`src/rtl/crc_engine.sv`:
```
// Streaming CRC sink: folds BITS_PER_CYCLE bits per clock; result strobes one cycle after the final chunk.
// data_ready_o is low for STEPS-1 cycles after each accepted word; abort_i drops the frame without a strobe.
module crc_engine #(
   parameter int                   CRC_WIDTH      = 8,
   parameter logic [CRC_WIDTH-1:0] POLYNOMIAL     = CRC_WIDTH'(8'h07),
   parameter logic [CRC_WIDTH-1:0] INIT           = '0,
   parameter logic [CRC_WIDTH-1:0] XOR_OUT        = '0,
   parameter bit                   REFLECT_IN     = 1'b0,
   parameter bit                   REFLECT_OUT    = 1'b0,
   parameter logic [CRC_WIDTH-1:0] RESIDUE        = '0,
   parameter int                   DATA_WIDTH     = 8,
   parameter int                   BITS_PER_CYCLE = 8
) (
   input  logic                  clk_i,
   input  logic                  rst_i,
   input  logic [DATA_WIDTH-1:0] data_i,
   input  logic                  data_valid_i,
   output logic                  data_ready_o,
   input  logic                  last_i,
   input  logic                  abort_i,
   output logic [CRC_WIDTH-1:0]  crc_o,
   output logic                  crc_valid_o,
   output logic                  match_o
);

   localparam int STEPS = DATA_WIDTH / BITS_PER_CYCLE;
   localparam int CNT_W = $clog2(STEPS + 1);

   if (CRC_WIDTH < 3 || CRC_WIDTH > 32 || BITS_PER_CYCLE < 1 ||
       DATA_WIDTH < BITS_PER_CYCLE || (DATA_WIDTH % BITS_PER_CYCLE) != 0) begin : g_bad_params
      $error("crc_engine: illegal parameter combination");
   end

   typedef enum logic {S_IDLE, S_SHIFT} state_t;

   state_t                 r_state;
   logic [CRC_WIDTH-1:0]   r_crc;
   logic [DATA_WIDTH-1:0]  r_buf;
   logic                   r_last;
   logic [CNT_W-1:0]       r_cnt;
   logic [CRC_WIDTH-1:0]   r_crc_out;
   logic                   r_crc_vld;
   logic                   r_match;

   logic [DATA_WIDTH-1:0]     w_word;
   logic [BITS_PER_CYCLE-1:0] w_chunk;
   logic [CRC_WIDTH-1:0]      w_next;
   logic [CRC_WIDTH-1:0]      w_f;
   logic                      w_accept;
   logic                      w_final;

   function automatic logic [CRC_WIDTH-1:0] fold(input logic [CRC_WIDTH-1:0] c,
                                                 input logic [BITS_PER_CYCLE-1:0] d);
      logic [CRC_WIDTH-1:0] r;
      logic                 fb;
      r = c;
      for (int i = BITS_PER_CYCLE - 1; i >= 0; i--) begin
         fb = r[CRC_WIDTH-1] ^ d[i];
         r  = {r[CRC_WIDTH-2:0], 1'b0} ^ (fb ? POLYNOMIAL : '0);
      end
      return r;
   endfunction

   function automatic logic [DATA_WIDTH-1:0] rev_data(input logic [DATA_WIDTH-1:0] v);
      logic [DATA_WIDTH-1:0] r;
      for (int i = 0; i < DATA_WIDTH; i++) r[i] = v[DATA_WIDTH-1-i];
      return r;
   endfunction

   function automatic logic [CRC_WIDTH-1:0] rev_crc(input logic [CRC_WIDTH-1:0] v);
      logic [CRC_WIDTH-1:0] r;
      for (int i = 0; i < CRC_WIDTH; i++) r[i] = v[CRC_WIDTH-1-i];
      return r;
   endfunction

   // Reflection happens once at capture so the shift path is always MSB-first.
   assign w_word   = REFLECT_IN ? rev_data(data_i) : data_i;
   assign w_accept = (r_state == S_IDLE) && data_valid_i && !abort_i;
   assign w_chunk  = (r_state == S_IDLE) ? w_word[DATA_WIDTH-1 -: BITS_PER_CYCLE]
                                         : r_buf[DATA_WIDTH-1 -: BITS_PER_CYCLE];
   assign w_next   = fold(r_crc, w_chunk);
   assign w_f      = REFLECT_OUT ? rev_crc(w_next) : w_next;
   assign w_final  = (r_state == S_IDLE) ? (w_accept && last_i && (STEPS == 1))
                                         : (r_cnt == CNT_W'(1)) && r_last;

   assign data_ready_o = (r_state == S_IDLE);
   assign crc_o        = r_crc_out;
   assign crc_valid_o  = r_crc_vld;
   assign match_o      = r_match;

   always_ff @(posedge clk_i or posedge rst_i) begin
      if (rst_i) begin
         r_state   <= S_IDLE;
         r_crc     <= INIT;
         r_buf     <= '0;
         r_last    <= 1'b0;
         r_cnt     <= '0;
         r_crc_out <= '0;
         r_crc_vld <= 1'b0;
         r_match   <= 1'b0;
      end else begin
         r_crc_vld <= 1'b0;
         if (abort_i) begin
            r_crc   <= INIT;
            r_state <= S_IDLE;
         end else begin
            if (w_accept || r_state == S_SHIFT) begin
               // Reloading INIT on the final chunk lets the next frame start with no gap.
               r_crc <= w_final ? INIT : w_next;
               if (w_final) begin
                  r_crc_out <= w_f ^ XOR_OUT;
                  r_match   <= (w_f == RESIDUE);
                  r_crc_vld <= 1'b1;
               end
            end
            if (r_state == S_IDLE) begin
               if (w_accept && STEPS > 1) begin
                  r_buf   <= w_word << BITS_PER_CYCLE;
                  r_last  <= last_i;
                  r_cnt   <= CNT_W'(STEPS - 1);
                  r_state <= S_SHIFT;
               end
            end else begin
               r_buf <= r_buf << BITS_PER_CYCLE;
               r_cnt <= r_cnt - CNT_W'(1);
               if (r_cnt == CNT_W'(1)) r_state <= S_IDLE;
            end
         end
      end
   end

endmodule

```
`config.mk`:
```
export PLATFORM = sky130hd
export DESIGN_NAME = crc_engine
export DESIGN_NICKNAME = d
export VERILOG_FILES = /design/src/rtl/crc_engine.sv
export SDC_FILE = /design/constraint.sdc
export NUM_CORES = 1
export LEC_CHECK = 0
export ABC_AREA = 1
export BUFFER_PORTS_ARGS = -buffer_cell sky130_fd_sc_hd__buf_2
export CAP_MARGIN = 20
export CORE_ASPECT_RATIO = 0.8
export CORE_MARGIN = 3
export CORE_UTILIZATION = 54
export DETAILED_ROUTE_END_ITERATION = 16
export PLACE_DENSITY = 0.78
export SYNTH_ARGS = -nofsm -noshare
export SYNTH_HDL_FRONTEND = slang
export SYNTH_SLANG_ARGS = --single-unit
```
`constraint.sdc`:
```
create_clock -name clk_i -period 1.6 [get_ports clk_i]
set_clock_uncertainty 0.05 [all_clocks]
set_input_delay 0.16 -clock clk_i [delete_from_list [all_inputs] [get_ports clk_i]]
set_output_delay 0.16 -clock clk_i [all_outputs]
set_load 0.02 [all_outputs]
```
=== Yosys cells after proc, flatten, opt, wreduce, memory -nomap -nowiden ===
Cells that the tools add are included.

* Word-level logic and storage cells: 54
* Bits of input ports: 13
* Output and inout bits: 11
* Register bits after elaboration: 20

* Mux-type cells: 19
* Add/sub/neg operators: 1
* Reductions and logical operators: 10
* Bitwise operators: 18

{| class="wikitable"
|+ Operators with widths
! cell !! count
|-
| 8-bit by 3-bit bitwise XOR with 8-bit output || 8
|-
| 8-bit 2-to-1 mux || 4
|-
| 3-bit 2-to-1 mux || 8
|-
| 8-bit zero test || 1
|-
| 1-bit bitwise XOR || 8
|-
| 1-bit 2-to-1 mux || 7
|-
| 1-bit logical AND || 4
|-
| 3-bit AND reduction || 1
|-
| 1-bit NOT || 2
|-
| 2-bit AND reduction || 1
|-
| 2-bit nonzero test || 1
|-
| 1-bit zero test || 1
|-
| 1-bit logical OR || 1
|-
| 1-bit subtractor (second input constant) || 1
|}

=== Depth between registers and ports, before layout ===
* Depth after elaboration: 28
* Mapped depth: 14
* Mapped depth without buffers: 14

=== Worst setup path after synthesis ===
Ideal clock, no wire load.

* Path type: reg2reg
* From: register r_state
* To: register r_crc[1]
* Clock period less this slack: 1.448 ns
* Data arrival time: 1.274 ns
* Setup slack: 0.152 ns
* Stages on the path, launching flop included: 10
* Required time: 1.426 ns
* Path through: dfrtp_1 inv_2 buf_8 nand2_2 xor2_2 nand3b_4 nand2_4 nand2_1 nand3_1 o21ai_1

* Elaborated cells on any way between the ends: 27
* Those cells by class: mux (9); bitwise (13); reduce/logical (5)

{| class="wikitable"
|+ RTL lines
! what !! RTL line !! source
|-
| from (decl) || 36 || <nowiki>state_t r_state;</nowiki>
|-
| from (signal assigned) || 93 || <nowiki>r_state <= S_IDLE;</nowiki>
|-
| from (signal assigned) || 105 || <nowiki>r_state <= S_IDLE;</nowiki>
|-
| from (signal assigned) || 121 || <nowiki>r_state <= S_SHIFT;</nowiki>
|-
| 1-bit NOT (*) || - ||
|-
| net data_ready_o || 18 || <nowiki>output logic data_ready_o,</nowiki>
|-
| 1-bit logical AND (*) (2 in series) || 78 || <nowiki>assign w_accept = (r_state == S_IDLE) && data_valid_i && !abort_i;</nowiki>
|-
| 1-bit logical AND || 83 || <nowiki>assign w_final = (r_state == S_IDLE) ? (w_accept && last_i && (STEPS == 1))</nowiki>
|-
| 1-bit 2-to-1 mux || 83 ||
|-
| 8-bit 2-to-1 mux || 109 || <nowiki>r_crc <= w_final ? INIT : w_next;</nowiki>
|-
| 8-bit 2-to-1 mux || 107 || <nowiki>if (w_accept || r_state == S_SHIFT) begin</nowiki>
|-
| 8-bit 2-to-1 mux || 103 || <nowiki>if (abort_i) begin</nowiki>
|-
| to (signal assigned) || 109 ||
|-
| to (decl) || 37 || <nowiki>logic [CRC_WIDTH-1:0] r_crc;</nowiki>
|}

Mark *: on every way through the listed nets, which the timed path passes. The rest lies on a longest branch. The select of a mux whose other input is x is not followed.
A chain may end at the register's enable or synchronous reset.

=== Worst setup path after layout ===
* From: register r_state
* To: register r_match, in the netlist match_o

* Longest elaborated chain between the ends: 14
* Elaborated cells on any way between the ends: 33
* Those cells by class: mux (10); bitwise (17); reduce/logical (6)

{| class="wikitable"
|+ RTL lines
! what !! RTL line !! source
|-
| 8-bit 2-to-1 mux || 79 || <nowiki>assign w_chunk = (r_state == S_IDLE) ? w_word[DATA_WIDTH-1 -: BITS_PER_CYCLE]</nowiki>
|-
| 1-bit bitwise XOR || 58 || <nowiki>fb = r[CRC_WIDTH-1] ^ d[i];</nowiki>
|-
| 3-bit 2-to-1 mux || 59 || <nowiki>r = {r[CRC_WIDTH-2:0], 1'b0} ^ (fb ? POLYNOMIAL : '0);</nowiki>
|-
| 8-bit by 3-bit bitwise XOR with 8-bit output (6 in series) || 59 ||
|-
| 8-bit by 3-bit bitwise XOR with 8-bit output / 1-bit bitwise XOR (equally long branches) || 59, 58 ||
|-
| 1-bit bitwise XOR / 3-bit 2-to-1 mux (equally long branches) || 58, 59 ||
|-
| 3-bit 2-to-1 mux / 8-bit by 3-bit bitwise XOR with 8-bit output (equally long branches) || 59 ||
|-
| 8-bit by 3-bit bitwise XOR with 8-bit output || 59 ||
|-
| 8-bit zero test || 112 || <nowiki>r_match <= (w_f == RESIDUE);</nowiki>
|-
| to (signal assigned) || 112 ||
|-
| to (decl) || 43 || <nowiki>logic r_match;</nowiki>
|}

Several ways; a longest one is shown, not always the timed one.

==> impl_metrics.ini <==
[timing]
setup_tns_ns = -0.00533
fin_hold_ws_ns = 0.0985
slew_viol_final = 0
period_share_pct = 100
grt_setup_unrepaired = true
period_minus_slack_ns = 1.61
fmax_mhz = 623
worst_slack_ns = -0.00506
setup_viol = 2
tightest_slew_ns = 0.300
slew_headroom_pct = 79.9
hold_viol_final = 0

[critical_path]
path_cells = inv_4 > buf_6 > nand2_2 > nand2_2 > nand2_4 > inv_2 > nand2_2 > nand2_2 > nand2_2 > nand2_2 > nand2_2 > nor2_1 > nand2_1 > nand2_1
arrival_ns = 1.81
worstSetupEndpointType = flop
max_stage_delay_ns = 0.44
worstSetupStartpointType = flop
cp_slowest_cell = dfrtp_1
setup.worst_path.class = reg -> reg
path_max_fanout = 8
cp.required_ns = 1.81
cpMostUsedCell = nand2_2

[finish]
layout_common_cells = nand2_1 (38), nand2_2 (26), buf_2 (23)
antenna_cells = 0
nFillCells = 151
nets = 214
final_common_cell = nand2_1
drive_gt1_share_pct = 47.0
final_util_pct = 78.7
syn_to_final_growth_pct = 29.2

[clock_network]
path_clk_slew_ns = 0.12
clock-root-buffer = clkbuf_4
cts_tree = built
cts.sinks = 20
clockBufferDepth = 2
clkLatencyLatePin_ns = 0.31
cts-htree-levels = 1
numCtsBuffers = 3

[pwr]
power.internal_w = 0.00125
powerDensity_mw_per_mm2 = 1410
p_sw_w = 0.000981
power.total_w = 0.00224
peakVddDrop_v = 0.00102
sw_frac_of_total_pct = 43.9
power_leakage_nw = 0.882
comb_power_share_pct = 53.4
clkPwrFrac_pct = 13.5
p_seq_share_pct = 33.1

[drt]
wl_met3_microns = 173
first_pass_iters = 4
via_per_inst = 5.12
wl_microns = 2910
drtIter0Drc = 26
met1_length_microns = 1210
maxUsedRoutingLayer = met4
vias = 1147
drc_errors = 0
route.met2.wl_microns = 1500
wire_per_inst_microns = 13.0
ant_nets = 0

[placement]
pre_cts_slack_ns = -0.0222
dpl.hpwl_microns = 2130
gp_congestion = 0.897
port_buffers = 23

[global_route]
grt_pass1_wl_microns = 4850
grt_overflow = 0
antenna_found_initial = 0
grt_pass1_vias = 1165
grt.total_usage_pct = 21.9
grt_max_degree = 21

[yosys]
synth_area_leader_cell = dfrtp_1
syn_area_sq_mm = 0.00123
synthArstFlopShare_pct = 100
syn_area_per_cell_sq_um = 7.72
synth_cell_types = 23
netlist_instances = 159
synth_seq_cells = 20
yosys_warnings = 1
synthFlopType = dfrtp_1
ys_seq_area_share_pct = 40.8
synth_nets = 172
synth_edf_count = 0
synth_top_area_share_pct = 40.8
synth_area_leaders = dfrtp_1 (41%), nand2_1 (14%), nand2_2 (11%), inv_1 (5.5%), nand3_1 (5.3%)

[run_status]
violations = setup timing
run_status = finished, violations left

[floorplan]
die_y_microns = 48.6
dieArea_sq_mm = 0.00288
row_count = 14
pin_count = 24
initial_utilization_pct = 60.9
die_w_microns = 59.3
core_sq_mm = 0.00201

[min_path]
hold_path.class = in -> reg

[run]
drv_cap = 0
power groups by stage:
stage	clock, W	combinational, W	sequential [W]
global route	0.000336	0.00131	0.000761
CTS	0.000304	0.00104	0.000733
detailed placement	0	0.00100	0.000741
floorplan	0	0.000652	0.000839
finish	0.000301	0.00119	0.000740
global placement	0	0.000975	0.000733
per-stage QoR:
step / cells / instance area [sq um]
CTS: 219 / 1480
floorplan: 159 / 1230
global placement: 210 / 1400
global route: 224 / 1590
detailed placement: 210 / 1400
finish: 224 / 1590
cells by family (layout without fill, tap and decap cells):
group | Yosys count | count (layout) | synth area share (%)
simple gates | 95 | 95 | 39.7
buf+inv | 27 | 68 | 9.17
flops | 20 | 20 | 40.8
compound gates | 13 | 13 | 6.32
xor+xnor | 4 | 4 | 4.08
cells in the mapped netlist, drive strengths merged, types with 3 or more instances:
cell type,count
o21ai,6
nand2,70
xor2,3
dfrtp,20
inv,25
nand3,16
nor2,5
o22ai,5
path summary, 6_finish.rpt:
kind	start	to	slack [ns]	cells after the start
min	abort_i	r_state	0.1	3
max in group asynchronous	rst_i	crc_o[2]	0.93	4
max reg2reg	r_state	match_o	-0.005	14
max	r_state	match_o	-0.005	14
min in group asynchronous	rst_i	match_o	0.36	4
min reg2reg	r_cnt	r_state	0.40	1
metal layers:
metal	vias up	global-route usage, %
li1	573	-
met2	38	38.4
met4	0	6.79
met5	-	0
met3	6	5.59
met1	530	25.4
cell type report:
type / instances / area, sq um / share of cell area [%]
clock buffers: 4 / 36.3 / 2.29
inverters: 25 / 96.3 / 6.08
multi-input cells: 112 / 681 / 42.9
flip-flops and latches: 20 / 500 / 31.6
well taps: 24 / 30.0 / 1.89
repair buffers: 39 / 241 / 15.2
registers in the layout, indices dropped and copies added (netlist names):
| register | flops |
|---|---|
| crc_o | 8 |
| r_crc | 8 |
| r_state | 1 |
| match_o | 1 |
| r_cnt | 1 |
| crc_valid_o | 1 |
what timing repair did:
action	CTS	global route
hold endpoints to repair	20	0
hold buffers	1	0
resized for setup	3	18
pin swaps	2	12
setup endpoints to repair	2	15
setup buffers	4	5
worst max-delay path: cells and delay by family (launching register included):
| kind | cells | cell delay [ns] |
|---|---|---|
| flip-flops | 1 | 0.44 |
| AND/OR/NAND/NOR | 11 | 0.75 |
| buffers and inverters | 3 | 0.31 |
Power figures use the tool's default switching activity.
